## src/rtl/key_demux.sv

```systemverilog
// key_demux: routes valid/ready beats to the channel whose programmed key matches, one holding register per channel.
// Define KEY_DEMUX_DEFAULT_EN to steer unmatched keys to channel DEF_CH instead of dropping them.
module key_demux #(
    parameter int NR_CH    = 4,
    parameter int KEY_LEN  = 2,
    parameter int DATA_LEN = 2,
    parameter int DEF_CH   = 0
) (
    input  logic                       clk,
    input  logic                       rst,
    input  logic [NR_CH*KEY_LEN-1:0]   lut,
    input  logic                       in_valid,
    output logic                       in_ready,
    input  logic [KEY_LEN-1:0]         in_key,
    input  logic [DATA_LEN-1:0]        in_data,
    output logic [NR_CH-1:0]           out_valid,
    input  logic [NR_CH-1:0]           out_ready,
    output logic [NR_CH*DATA_LEN-1:0]  out_data,
    output logic [7:0]                 miss_cnt
);

`ifdef KEY_DEMUX_DEFAULT_EN
    localparam logic DEF_EN = 1'b1;
`else
    localparam logic DEF_EN = 1'b0;
`endif
    localparam int DEF_IDX = (DEF_CH >= 0 && DEF_CH < NR_CH) ? DEF_CH : 0;

    logic [NR_CH-1:0]          valid_q, valid_d;
    logic [NR_CH*DATA_LEN-1:0] data_q, data_d;
    logic [7:0]                miss_q, miss_d;
    logic [NR_CH-1:0]          tgt_oh, slot_free, load;
    logic                      hit_any, accept;

    // Scan from the top so the lowest matching channel is the one left standing.
    always_comb begin
        hit_any = 1'b0;
        tgt_oh  = '0;
        for (int n = NR_CH - 1; n >= 0; n--) begin
            if (lut[KEY_LEN*n +: KEY_LEN] == in_key) begin
                tgt_oh    = '0;
                tgt_oh[n] = 1'b1;
                hit_any   = 1'b1;
            end
        end
        if (DEF_EN && !hit_any) begin
            tgt_oh[DEF_IDX] = 1'b1;
        end
    end

    assign slot_free = ~valid_q | out_ready;
    // Without a default channel a miss has nowhere to wait, so it is always taken and dropped.
    assign in_ready  = !rst && ((!hit_any && !DEF_EN) || (|(tgt_oh & slot_free)));
    assign accept    = in_valid && in_ready;
    assign load      = {NR_CH{accept}} & tgt_oh;

    always_comb begin
        valid_d = (valid_q & ~out_ready) | load;
        data_d  = data_q;
        miss_d  = miss_q;
        for (int n = 0; n < NR_CH; n++) begin
            if (load[n]) begin
                data_d[DATA_LEN*n +: DATA_LEN] = in_data;
            end
        end
        if (accept && !hit_any && miss_q != 8'hFF) begin
            miss_d = miss_q + 8'd1;
        end
    end

    always_ff @(posedge clk) begin
        if (rst) begin
            valid_q <= '0;
            data_q  <= '0;
            miss_q  <= '0;
        end else begin
            valid_q <= valid_d;
            data_q  <= data_d;
            miss_q  <= miss_d;
        end
    end

    assign out_valid = valid_q;
    assign out_data  = data_q;
    assign miss_cnt  = miss_q;

endmodule

```

## config.mk

```make
export PLATFORM = sky130hd
export DESIGN_NAME = key_demux
export DESIGN_NICKNAME = d
export VERILOG_FILES = /design/src/rtl/key_demux.sv
export SDC_FILE = /design/constraint.sdc
export NUM_CORES = 1
export LEC_CHECK = 0
export CAP_MARGIN = 20
export CORE_UTILIZATION = 40
export CTS_BUF_LIST = sky130_fd_sc_hd__clkbuf_4
export DETAILED_ROUTE_END_ITERATION = 12
export GPL_TIMING_DRIVEN = 0
export PLACE_DENSITY = 0.89
export SYNTH_ARGS = -nofsm -noshare
export SYNTH_HDL_FRONTEND = slang
export SYNTH_SLANG_ARGS = --single-unit
```

## constraint.sdc

```tcl
create_clock -name clk -period 1.95 [get_ports clk]
set_input_delay 0.39 -clock clk [delete_from_list [all_inputs] [get_ports clk]]
set_output_delay 0.39 -clock clk [all_outputs]
set_load 0.05 [all_outputs]
```

Word level (Yosys, flattened, before mapping):

Index checks and enable logic that the tools add are counted.
W data, S select, Z words.

* reductions and logical operators: 8
* bitwise gates (word level): 7
* muxes and demuxes: 8
* equality and inequality tests: 5
* $add $sub $neg: 1

Operator list (count)
* $mux W4: 4
* $and A4 B4 Y4: 3
* $add A8 B1 Y8 const B: 1
* $eq A2 B2 Y1: 4
* $ne A8 B8 Y1 const B: 1
* $not A4 Y4: 2
* $or A4 B4 Y4: 2
* $logic_and A1 B1 Y1: 4
* $mux W1: 4
* $reduce_or A4 Y1: 1
* $logic_not A1 Y1: 2
* $logic_or A1 B1 Y1: 1

* input bits: 19
* flip-flop bits (word level): 20
* output and inout port bits: 21

Longest topological paths before layout:

Gate-level depths: netlist of the first run.

* word-level depth: 12
* mapped depth: 7

Least setup slack after synthesis of the first run:

OpenSTA, ideal clock, no wires.

* kind: in2out
* start point: input port in_key[0]
* end point: output port in_ready
* arrival time: 1.853 ns
* setup slack: -0.293 ns
* stages: 5
* buffers on the path: 0
* required time: 1.560 ns
* path through: xor2_1 -> a2bb2o_4 -> nor2_1 -> a22oi_1 -> a21oi_1

* longest elaborated chain between the ends: 9
* elaborated cells between the ends (all ways): 17
* those cells by class: eq/ne: 4; mux: 8; bitwise: 1; reduce/logical: 4

RTL lines
* start: declaration: RTL line 14 `input logic [KEY_LEN-1:0] in_key,`
* $eq A2 B2 Y1: RTL line 40 `if (lut[KEY_LEN*n +: KEY_LEN] == in_key) begin`
* $mux W4 (4 in a row): RTL line 40
* $and A4 B4 Y4: RTL line 53 `assign in_ready = !rst && ((!hit_any && !DEF_EN) || (|(tgt_oh & slot_free)));`
* $reduce_or A4 Y1: RTL line 53
* $logic_or A1 B1 Y1 *: RTL line 53
* $logic_and A1 B1 Y1 *: RTL line 53
* end: declaration: RTL line 13 `output logic in_ready,`

Mark *: on every way between the ends. The rest lies on a longest branch, timed or not.

Final worst setup path of the first run:

* start point: input port out_ready[3]
* end point: output port in_ready

* longest elaborated chain between the ends: 5

RTL lines
* start: declaration: RTL line 17 `input logic [NR_CH-1:0] out_ready,`
* $or A4 B4 Y4: RTL line 51 `assign slot_free = ~valid_q | out_ready;`
* $and A4 B4 Y4: RTL line 53
* $reduce_or A4 Y1: RTL line 53
* $logic_or A1 B1 Y1: RTL line 53
* $logic_and A1 B1 Y1: RTL line 53

Every way passes these cells.

==> results of run 1 <==
-- Yosys cell counts --
master | count | area share (%)
a31o_2 | 3 | 2.6
nand4b_1 | 1 | 0.86
nand3_1 | 5 | 2.5
nor2b_1 | 4 | 2.5
clkbuf_2 | 1 | 0.49
nor3b_1 | 1 | 0.74
and3_1 | 2 | 1.2
nor4_1 | 3 | 1.9
o31ai_1 | 1 | 0.74
o21ba_2 | 1 | 0.99
nand4_1 | 1 | 0.62
o22ai_1 | 1 | 0.62
a21bo_2 | 1 | 0.99
xnor2_1 | 5 | 4.3
a211oi_1 | 1 | 0.74
nor3_1 | 2 | 0.99
a31oi_1 | 1 | 0.62
ha_1 | 1 | 1.2
and2_1 | 2 | 1.2
or4_1 | 2 | 1.5
o21ai_0 | 2 | 0.99
xor2_2 | 1 | 1.6
mux2i_1 | 7 | 6.9
nand3b_1 | 1 | 0.74
a2bb2o_4 | 1 | 2.0
a22oi_1 | 1 | 0.74
a21oi_1 | 9 | 4.4
dfxtp_1 | 20 | 40
clkbuf_1 | 2 | 0.74
xor2_1 | 3 | 2.6
nand2b_1 | 5 | 3.1
nor2_1 | 15 | 5.6
nand2_1 | 7 | 2.6
or3_1 | 2 | 1.2
-- placed cells by master, fill, tap and decap left out, drive strengths merged, types with 2 or more instances in the layout --
cell / count
nand2b: 5
a31o: 3
nor2b: 4
xnor2: 5
clkbuf: 5
or3: 2
clkdlybuf4s15: 2
or4: 2
dlygate4sd2: 4
clkdlybuf4s50: 21
o21ai: 2
xor2: 4
nor3: 2
mux2i: 7
a21oi: 9
nand3: 5
and2: 2
and3: 2
nor2: 15
nand2: 7
nor4: 3
dfxtp: 20
buf: 22
-- worst min-delay path, cell delays in order --
cell     delay (ns)
buf_4          0.13
nand2_1        0.06
a21oi_1        0.06
-- sequential cells by signal, summed over array words and instances (netlist names) --
register	flops
out_valid	4
miss_cnt	8
out_data	8
-- worst paths after layout --
path	endpoint	slack, ns	cells past startpoint
worst max-delay path	in_ready	-0.02	6
worst min-delay path	out_valid[0]	0.37	3
worst max register to register	miss_cnt[5]	0.11	6
worst min register to register	miss_cnt[1]	0.49	2
-- power by group through the flow --
stage                     Combinational [W]  Clock [W]  Sequential [W]
after floorplan                    0.000110          0        0.000472
after global placement             0.000235          0        0.000434
after detailed placement           0.000240          0        0.000435
after CTS                          0.000302   0.000338        0.000425
after global routing               0.000333   0.000350        0.000427
final                              0.000315   0.000332        0.000425
-- kinds of logic (layout without fill, tap and decap cells) --
family / Yosys count / count (layout) / synth area share (%)
buffers and inverters: 3 / 56 / 1.23
adders and majority gates: 1 / 1 / 1.23
and+or+nand+nor: 53 / 53 / 27.2
AOI/OAI and AO/OA: 22 / 22 / 15.4
xor gates and xnor gates: 9 / 9 / 8.52
muxes: 7 / 7 / 6.91
DFF: 20 / 20 / 39.5
-- routing by layer --
metal  global-route usage, %  wire [µm]  share of wire, %  up-vias
met3                    6.67        196               6.4        4
met5                       0          0                 0        -
met4                    9.21         33               1.1        0
met1                    25.3       1210                40      522
li1                        -          -                 -      519
met2                    42.8       1620                53       43
-- repair_timing --
| action | 4_1_cts | 5_1_grt |
|---|---|---|
| buffers inserted | 11 | 0 |
| endpoints found under the setup margin | 16 | 4 |
| resized for setup | 95 | 7 |
| pin swaps | 15 | 2 |
| gates cloned | 0 | 0 |
-- per-stage QoR --
step | cell area [µm²] | power, W | hold slack (ns)
floorplan | 1050 | 0.000582 | 0.530
global placement | 1470 | 0.000669 | 0.476
detailed placement | 1470 | 0.000675 | 0.488
CTS | 1710 | 0.00107 | 0.358
global route | 1740 | 0.00111 | 0.366
finish | 1740 | 0.00107 | 0.375
-- layout make-up --
class | count | area share (%)
clock inverter | 1 | 1.73
timing repair buffer | 50 | 27.3
sequential | 20 | 23.2
tap | 28 | 2.02
clock buffer | 3 | 1.30
multi-input combinational | 92 | 43.8
buffer | 2 | 0.577
==> metrics.txt, run 1 <==
Max Buffers Root-to-Sink=2; post-layout min period=1.97 ns; GPL Wtd Cong=0.760; Hold Crit Start=in_valid; crit-path max cell delay=0.41 ns; worst-path maximum fanout=3; Die W=52.3 µm; Worst setup EP type=primary output; area of the multi-input gates=761 µm²; Bufs and invs on worst path=2; # setup viols final=1; largest net degree at the start of global routing=13; Worst Hold Class=in -> reg; startpoint types=input port; GRT overflow=0; Crit path max-delay family=buffers and inverters; Worst-Margin Slew=0.709 ns; RR Startpoint=miss_cnt[0]; Tcrit/Tclk final=101%; max-cap violation count=0; antenna cell count=0; routed len/inst=15.6 µm; share of layout cells above drive strength 1=35.1%; Net Sw Frac=27.4%; Psw=0.000293 W; First DRT Iteration DRCs=30; CP Cell Sequence=clkdlybuf4s50_1 > nor2b_2 > nand2_1 > a22oi_1 > a21oi_2 > buf_6; logic gate share of total power=29.4%; Avg Synthesized Cell Area=8.81 µm²; Worst Skew=0.00686 ns; TritonCTS clock tree=done; vias in the first global route=1,039; critical path class=in -> out; core area=2300 µm²; final WL=3060 µm; total CTS buffers=3; setup ws final=-0.0249 ns; Setup TNS=-0.0249 ns; first-pass GRT wire length=4620 µm; Critical Path AT=1.58 ns; routed vias=1,088; later-pin clock latency in the skew report=0.30 ns; CP startpoint=out_ready[3]; Worst-path clk slew=0.11 ns; initial antenna violation count=0; register share of total power=39.7%; Yosys cell types=34; Clock Sinks=20; Initial Utilization=44.1%; Cell Count, Final, Fillers Out=196; Register Area=403 µm²; Antenna Nets Post-Route=0; drt pass-1 iters=4; fin. max-slew vios=0; failing checks=negative setup slack; DP Cell Count=182; Synth Register Bits=20; leakage=0.713 nW; Clk pwr share=30.9%; clk root buf=clkbuf_4; DR vias/cell=5.55; Layout area overhead=71.2%; Syn Nets=135; Int Power=0.000779 W; required time of the worst setup path=1.56 ns; Placement Setup Slack=-1.24 ns; All-Layer GR Usage=23.6%; critical path's slowest cell=clkdlybuf4s50_1; Ys Warns=0; dpl hpwl=1990 µm; FP Rows=17; Max VDD drop=0.530 mV; status=finished, violations left; Final Hold Viols=0; Syn Inst Count=115; P per Cell Area=618 nW/µm²; fin nets=189; IO Port Bufs=39; cell area after synthesis=1010 µm²; htree depth=1; total die area=2740 µm²; RSZ-0062 raised after global routing=yes; maximum clock rate=506 MHz; Util after Layout=75.5%; Relative slew margins=52.3%; CTS Hold Bufs=0; fillcell total=153; IO Count=40; Seq/Total Area, Yosys=39.5%; Die Y=52.3 µm; # DRC=0
(Power assumes the default switching activity.)
==> inputs of run 2 (changes only) <==
Settings changed: HOLD_SLACK_MARGIN set to 0.08, SLEW_MARGIN set to 5.
==> results of run 2 <==
Final layout, timing and power as in run 1 (identical DEF).
